### src/rtl/tt_query_driver.sv
// tt_query_driver: initiator side of the shortest-path query protocol.
// Streams a query beat plus a stored edge list, then captures and times the cost.
module tt_query_driver #(
    parameter int EDGE_DEPTH = 16,
    parameter int TIMEOUT    = 64
) (
    input  logic       clk,
    input  logic       rst,
    input  logic       cfg_we,
    input  logic [3:0] cfg_addr,
    input  logic [3:0] cfg_src,
    input  logic [3:0] cfg_dst,
    input  logic [3:0] q_src,
    input  logic [3:0] q_dst,
    input  logic [4:0] edge_cnt,
    input  logic       start,
    output logic       busy,
    output logic       in_valid,
    output logic [3:0] source,
    output logic [3:0] destination,
    input  logic       out_valid,
    input  logic [3:0] cost,
    output logic       done,
    output logic [3:0] result_cost,
    output logic [7:0] result_lat,
    output logic       timeout,
    output logic       spurious_err
);

    typedef enum logic [1:0] {
        IDLE,
        QUERY,
        EDGES,
        WAIT
    } state_t;

    localparam logic [4:0] DEPTH = 5'(EDGE_DEPTH);
    localparam logic [7:0] LAST  = 8'(TIMEOUT - 1);
    localparam logic [7:0] TMAX  = 8'(TIMEOUT);

    state_t     state, state_d;
    logic [7:0] mem [EDGE_DEPTH];
    logic [7:0] rd_entry;
    logic [4:0] cnt, cnt_d;
    logic [4:0] idx, idx_d;
    logic [7:0] wait_cnt, wait_d;
    logic       busy_d, valid_d, done_d, to_d, spur_d;
    logic [3:0] src_d, dst_d, rc_d;
    logic [7:0] rl_d;

    // Edge memory has no reset so a programmed list survives rst.
    always_ff @(posedge clk) begin
        if (cfg_we && state == IDLE)
            mem[cfg_addr] <= {cfg_src, cfg_dst};
    end

    assign rd_entry = mem[idx[3:0]];

    always_comb begin
        state_d = state;
        cnt_d   = cnt;
        idx_d   = idx;
        wait_d  = wait_cnt;
        valid_d = 1'b0;
        src_d   = 4'd0;
        dst_d   = 4'd0;
        done_d  = 1'b0;
        to_d    = 1'b0;
        rc_d    = result_cost;
        rl_d    = result_lat;
        spur_d  = spurious_err;
        case (state)
            IDLE: begin
                if (start) begin
                    state_d = QUERY;
                    valid_d = 1'b1;
                    src_d   = q_src;
                    dst_d   = q_dst;
                    cnt_d   = (edge_cnt > DEPTH) ? DEPTH : edge_cnt;
                    idx_d   = 5'd0;
                    spur_d  = 1'b0;
                end
            end
            QUERY: begin
                if (cnt != 5'd0) begin
                    state_d = EDGES;
                    valid_d = 1'b1;
                    src_d   = rd_entry[7:4];
                    dst_d   = rd_entry[3:0];
                    idx_d   = 5'd1;
                end else begin
                    state_d = WAIT;
                    wait_d  = 8'd0;
                end
            end
            EDGES: begin
                // idx is the entry driven on the next beat
                if (idx == cnt) begin
                    state_d = WAIT;
                    wait_d  = 8'd0;
                end else begin
                    valid_d = 1'b1;
                    src_d   = rd_entry[7:4];
                    dst_d   = rd_entry[3:0];
                    idx_d   = idx + 5'd1;
                end
            end
            WAIT: begin
                if (out_valid) begin
                    state_d = IDLE;
                    done_d  = 1'b1;
                    rc_d    = cost;
                    rl_d    = wait_cnt;
                end else if (wait_cnt == LAST) begin
                    state_d = IDLE;
                    done_d  = 1'b1;
                    to_d    = 1'b1;
                    rc_d    = 4'd0;
                    rl_d    = TMAX;
                end else begin
                    wait_d = wait_cnt + 8'd1;
                end
            end
            default: state_d = IDLE;
        endcase
        if (out_valid && state != WAIT)
            spur_d = 1'b1;
        busy_d = (state_d != IDLE);
    end

    always_ff @(posedge clk) begin
        if (rst) begin
            state        <= IDLE;
            cnt          <= 5'd0;
            idx          <= 5'd0;
            wait_cnt     <= 8'd0;
            busy         <= 1'b0;
            in_valid     <= 1'b0;
            source       <= 4'd0;
            destination  <= 4'd0;
            done         <= 1'b0;
            timeout      <= 1'b0;
            result_cost  <= 4'd0;
            result_lat   <= 8'd0;
            spurious_err <= 1'b0;
        end else begin
            state        <= state_d;
            cnt          <= cnt_d;
            idx          <= idx_d;
            wait_cnt     <= wait_d;
            busy         <= busy_d;
            in_valid     <= valid_d;
            source       <= src_d;
            destination  <= dst_d;
            done         <= done_d;
            timeout      <= to_d;
            result_cost  <= rc_d;
            result_lat   <= rl_d;
            spurious_err <= spur_d;
        end
    end

endmodule

### config.mk
export PLATFORM = sky130hd
export DESIGN_NAME = tt_query_driver
export DESIGN_NICKNAME = d
export VERILOG_FILES = /design/src/rtl/tt_query_driver.sv
export SDC_FILE = /design/constraint.sdc
export NUM_CORES = 1
export LEC_CHECK = 0
export CAP_MARGIN = 15
export CORE_MARGIN = 2
export CORE_UTILIZATION = 45
export DETAILED_ROUTE_END_ITERATION = 10
export PLACE_DENSITY_LB_ADDON = 0.12
export REMOVE_ABC_BUFFERS = 1
export SYNTH_ARGS = -nofsm -noshare
export SYNTH_HDL_FRONTEND = slang
export SYNTH_SLANG_ARGS = --single-unit
export TNS_END_PERCENT = 1
### constraint.sdc
create_clock -name clk -period 4.43 [get_ports clk]
set_input_delay 0.886 -clock clk [delete_from_list [all_inputs] [get_ports clk]]
set_output_delay 0.886 -clock clk [all_outputs]
set_load 0.03 [all_outputs]
==> impl_metrics.py <==
metrics = {
    "global_route": {
        "global_router_s_overall_resource_usage_pct": 18.36,
        "remaining_global_route_overflow": 0,
        "antenna_found_initial": 0,
        "via_count_of_the_first_global_routing_pass": 3923,
        "grt_start_max_net_pins": 27,
        "grt_first_pass_wirelength_um": 22030,
    },
    "logic_synthesis": {
        "ys_seq_elements": 177,
        "syn_area_um2": 7027,
        "ys.flop_type": "edfxtp_1",
        "yosys_warnings": 0,
        "yosysUniqueCellTypes": 52,
        "synth-edff-count": 128,
        "syn_area_per_cell_um2": 15.58,
        "async_reset_ff_share_pct": 0,
        "postSynthCellCount": 451,
        "synth.yosys.seq_area_share_pct": 68.66,
    },
    "floorplanning": {
        "io_pins": 59,
        "floorplan.initialDensity_pct": 46.05,
        "die_y_um": 129.0,
        "placement_rows": 45,
        "core-area_um2": 15260,
        "die_width_um": 129.0,
        "design.die.area_um2": 16630,
    },
    "setup_path": {
        "worstPathArrival_ns": 2.75,
        "worstPathMaxFanout": 10,
        "worst_setup_path_end_kind": "flip-flop",
        "worst-endpoint-required_ns": 4.48,
        "critPathMaxStageDelay_ns": 0.86,
        "critical_path_launch_point_type": "flip-flop",
        "cp_num_buf_inv": 1,
        "critical_path_class": "flip-flop to flip-flop",
        "cp_cell_sequence": "inv_1 > ha_1 > nand2_1 > or3_1 > nor3_1",
        "crit_slowest_cell": "nor3_1",
        "cp_top_family": "simple AND/OR/NAND/NOR gates",
    },
    "detailed_routing": {
        "drtIter0Drc": 394,
        "routed_via_density": 5.471,
        "drt-pass1-iter-count": 5,
        "drt_drc_violations_left": 0,
        "routed_wl_um": 14200,
        "route.antenna.remaining_nets": 0,
        "route.detailed.wl_per_inst_um": 19.21,
        "dr_total_vias": 4043,
    },
    "sta": {
        "finalSetupTns_ns": 0,
        "rsz0062_at_grt": "no",
        "slew_viol_final": 0,
        "final.period_utilization_pct": 60.94,
        "fmaxAchievable_ghz": 0.3704,
        "hold-worst-slack_ns": 0.4857,
        "remaining_max_slew_budget_at_the_tightest_pin_pct": 26.38,
        "clock_skew_ns": 0.008505,
        "timing.final.crit_period_ns": 2.700,
        "hold_viol_final": 0,
        "worstMarginPinSlew_ns": 1.096,
        "finalSetupViolations": 0,
    },
    "cells_and_area": {
        "diodes": 0,
        "nNetsFinal": 557,
        "area_of_the_multi_input_gates_um2": 2076,
        "drive_above_1_share_pct": 14.96,
        "layout.filler_cells": 1227,
        "syn_to_final_growth_pct": 19.62,
        "final-seq-area_um2": 4826,
    },
    "clock_tree": {
        "post_cts_buffers": 0,
        "hold_fix_buffers_cts": 0,
        "ctsResizeCount": 0,
        "clk_pin_slew_ns": 0.07,
        "cts_num_sinks": 177,
        "clock_tree.root_cell": "clkbuf_16",
        "ctsHtreeMaxLevel": 4,
        "tritoncts_clock_tree": "yes",
        "cts-root-to-sink-buffers": 2,
        "cts-buffers-inserted": 17,
        "clk_latency_ns": 0.43,
    },
    "job": {
        "cap_violations": 0,
    },
    "placement": {
        "place.detailed.hpwl_um": 9493,
        "gp_routability_congestion": 0.8374,
        "io_buffer_count": 58,
    },
    "hold_path": {
        "hold_class": "flip-flop to flip-flop",
    },
    "power_and_ir_drop": {
        "netSwitchingFraction_pct": 27.31,
        "share_comb_of_total_power_pct": 15.2,
        "net_switching_power_figure_uw": 1073,
        "cellLeakagePower_uw": 0.002689,
        "seq_power_share_pct": 48.4,
        "clock_power_share_pct": 36.4,
        "ir_worst_vdd_mv": 0.3060,
        "powerDensity_nw_per_um2": 467.4,
        "internal_power_uw": 2856,
    },
    "outcome": {
        "outcome": "complete, no violations",
    },
}
-- worst register-to-register path: stages, from the launching register on --
cell     delay [ns]
dfxtp_1        0.34
inv_1          0.13
ha_1           0.45
nand2_1        0.13
or3_1          0.40
nor3_1         0.86
-- power by group through the flow --
stage	registers (µW)	clock network, µW	logic [µW]
after floorplan	1990	0	325
after global placement	1940	0	595
after detailed placement	1940	0	600
after CTS	1910	1460	602
after global routing	1910	1530	652
final	1900	1430	597
-- sequential cells by signal, indices dropped and copies added, names as in the netlist, named ones only --
name and count:
cnt 5, mem 128, done 1, busy 1
source 4, timeout 1, result_cost 4, state 2
destination 4, spurious_err 1, idx 5, in_valid 1
result_lat 8, wait_cnt 8
-- kinds of logic (layout without fill, tap and decap cells) --
group | count (synthesis) | in the layout | share of synthesized area (%)
flip-flops | 177 | 177 | 68.66
AND/OR/NAND/NOR | 118 | 118 | 8.672
AO/OA/AOI/OAI | 75 | 75 | 7.710
XOR/XNOR | 5 | 5 | 0.6233
multiplexers | 38 | 38 | 11.11
buffers and inverters | 30 | 107 | 1.798
adder cells (fa/ha/maj) | 8 | 8 | 1.425
-- Yosys cell counts (3+ instances only) --
cell type    n  area share (%)
nor2_1      39             2.1
a32o_1       8             1.1
a21oi_1     18             1.3
buf_2        5            0.36
buf_1        3            0.16
nand2_1     15            0.80
inv_1        9            0.48
dfxtp_1     49              14
xnor2_1      3            0.37
o21a_1       3            0.32
clkbuf_1    12            0.64
mux4_2      32              10
edfxtp_1   128              55
nor2b_1     10            0.89
nor3_1       8            0.57
or4_1        4            0.43
nor3b_1      4            0.43
a211oi_1     7            0.75
o31ai_1      4            0.43
ha_1         8             1.4
nand2b_1     3            0.27
o21ai_0      5            0.36
nand3_1     15             1.1
o311ai_1     3            0.37
mux2i_1      6            0.85
a22oi_1     15             1.6
-- cell usage in the layout (no fill, tap or decap), types with 2 or more instances in the layout --
| cell type | n |
|---|---|
| nor2b_1 | 10 |
| a32o_1 | 8 |
| o21a_1 | 3 |
| o311ai_1 | 3 |
| ha_1 | 8 |
| o31ai_1 | 4 |
| inv_8 | 6 |
| o311ai_0 | 2 |
| o211ai_1 | 2 |
| inv_1 | 9 |
| xor2_1 | 2 |
| mux4_2 | 32 |
| nand3_1 | 15 |
| dfxtp_1 | 48 |
| nor3b_1 | 4 |
| a21oi_1 | 18 |
| nand4_1 | 2 |
| or3b_2 | 2 |
| or4_1 | 4 |
| nor4b_1 | 2 |
| nor2_1 | 39 |
| nor3_1 | 8 |
| a22oi_1 | 15 |
| clkdlybuf4s50_1 | 58 |
| inv_6 | 3 |
| nand2b_1 | 3 |
| xnor2_1 | 3 |
| clkbuf_16 | 17 |
| buf_4 | 6 |
| or2_2 | 2 |
| mux2i_1 | 6 |
| and2_1 | 2 |
| or3_1 | 2 |
| clkinvlp_4 | 2 |
| a211oi_1 | 7 |
| nand2_1 | 15 |
| edfxtp_1 | 128 |
| o21ai_0 | 5 |
-- final cells by class --
type | instances | area share [%]
timing repair buffer | 66 | 7.592
multi-input combinational | 244 | 24.69
clock inverter | 14 | 1.652
sequential | 177 | 57.41
clock buffer | 18 | 5.106
inverter | 9 | 0.4019
tap | 211 | 3.141
-- per-layer routing --
layer	track usage, %	routed length, µm
met4	6.138	208
met3	4.990	779
met1	25.50	6533
met5	0	0
met2	28.35	6678
-- per-stage QoR --
stage	power, µW	worst slack (ns)	util, %	cell area, µm²	cells
global placement	2535	1.400	51.28	7825	705
floorplan	2311	1.568	-	6934	430
detailed placement	2543	1.280	51.28	7825	705
global route	4094	1.555	55.09	8406	739
CTS	3964	1.686	55.01	8393	737
finish	3928	1.730	55.09	8406	739
-- worst paths after layout --
path / from / slack (ns) / cells after the start / end
setup reg to reg: state[0] / 1.73 / 5 / mem[0][5]
setup / recovery: state[0] / 1.73 / 5 / mem[0][5]
hold / removal: result_lat[6] / 0.49 / 2 / result_lat[6]
hold reg to reg: result_lat[6] / 0.49 / 2 / result_lat[6]
Power figures use the tool's default switching activity.
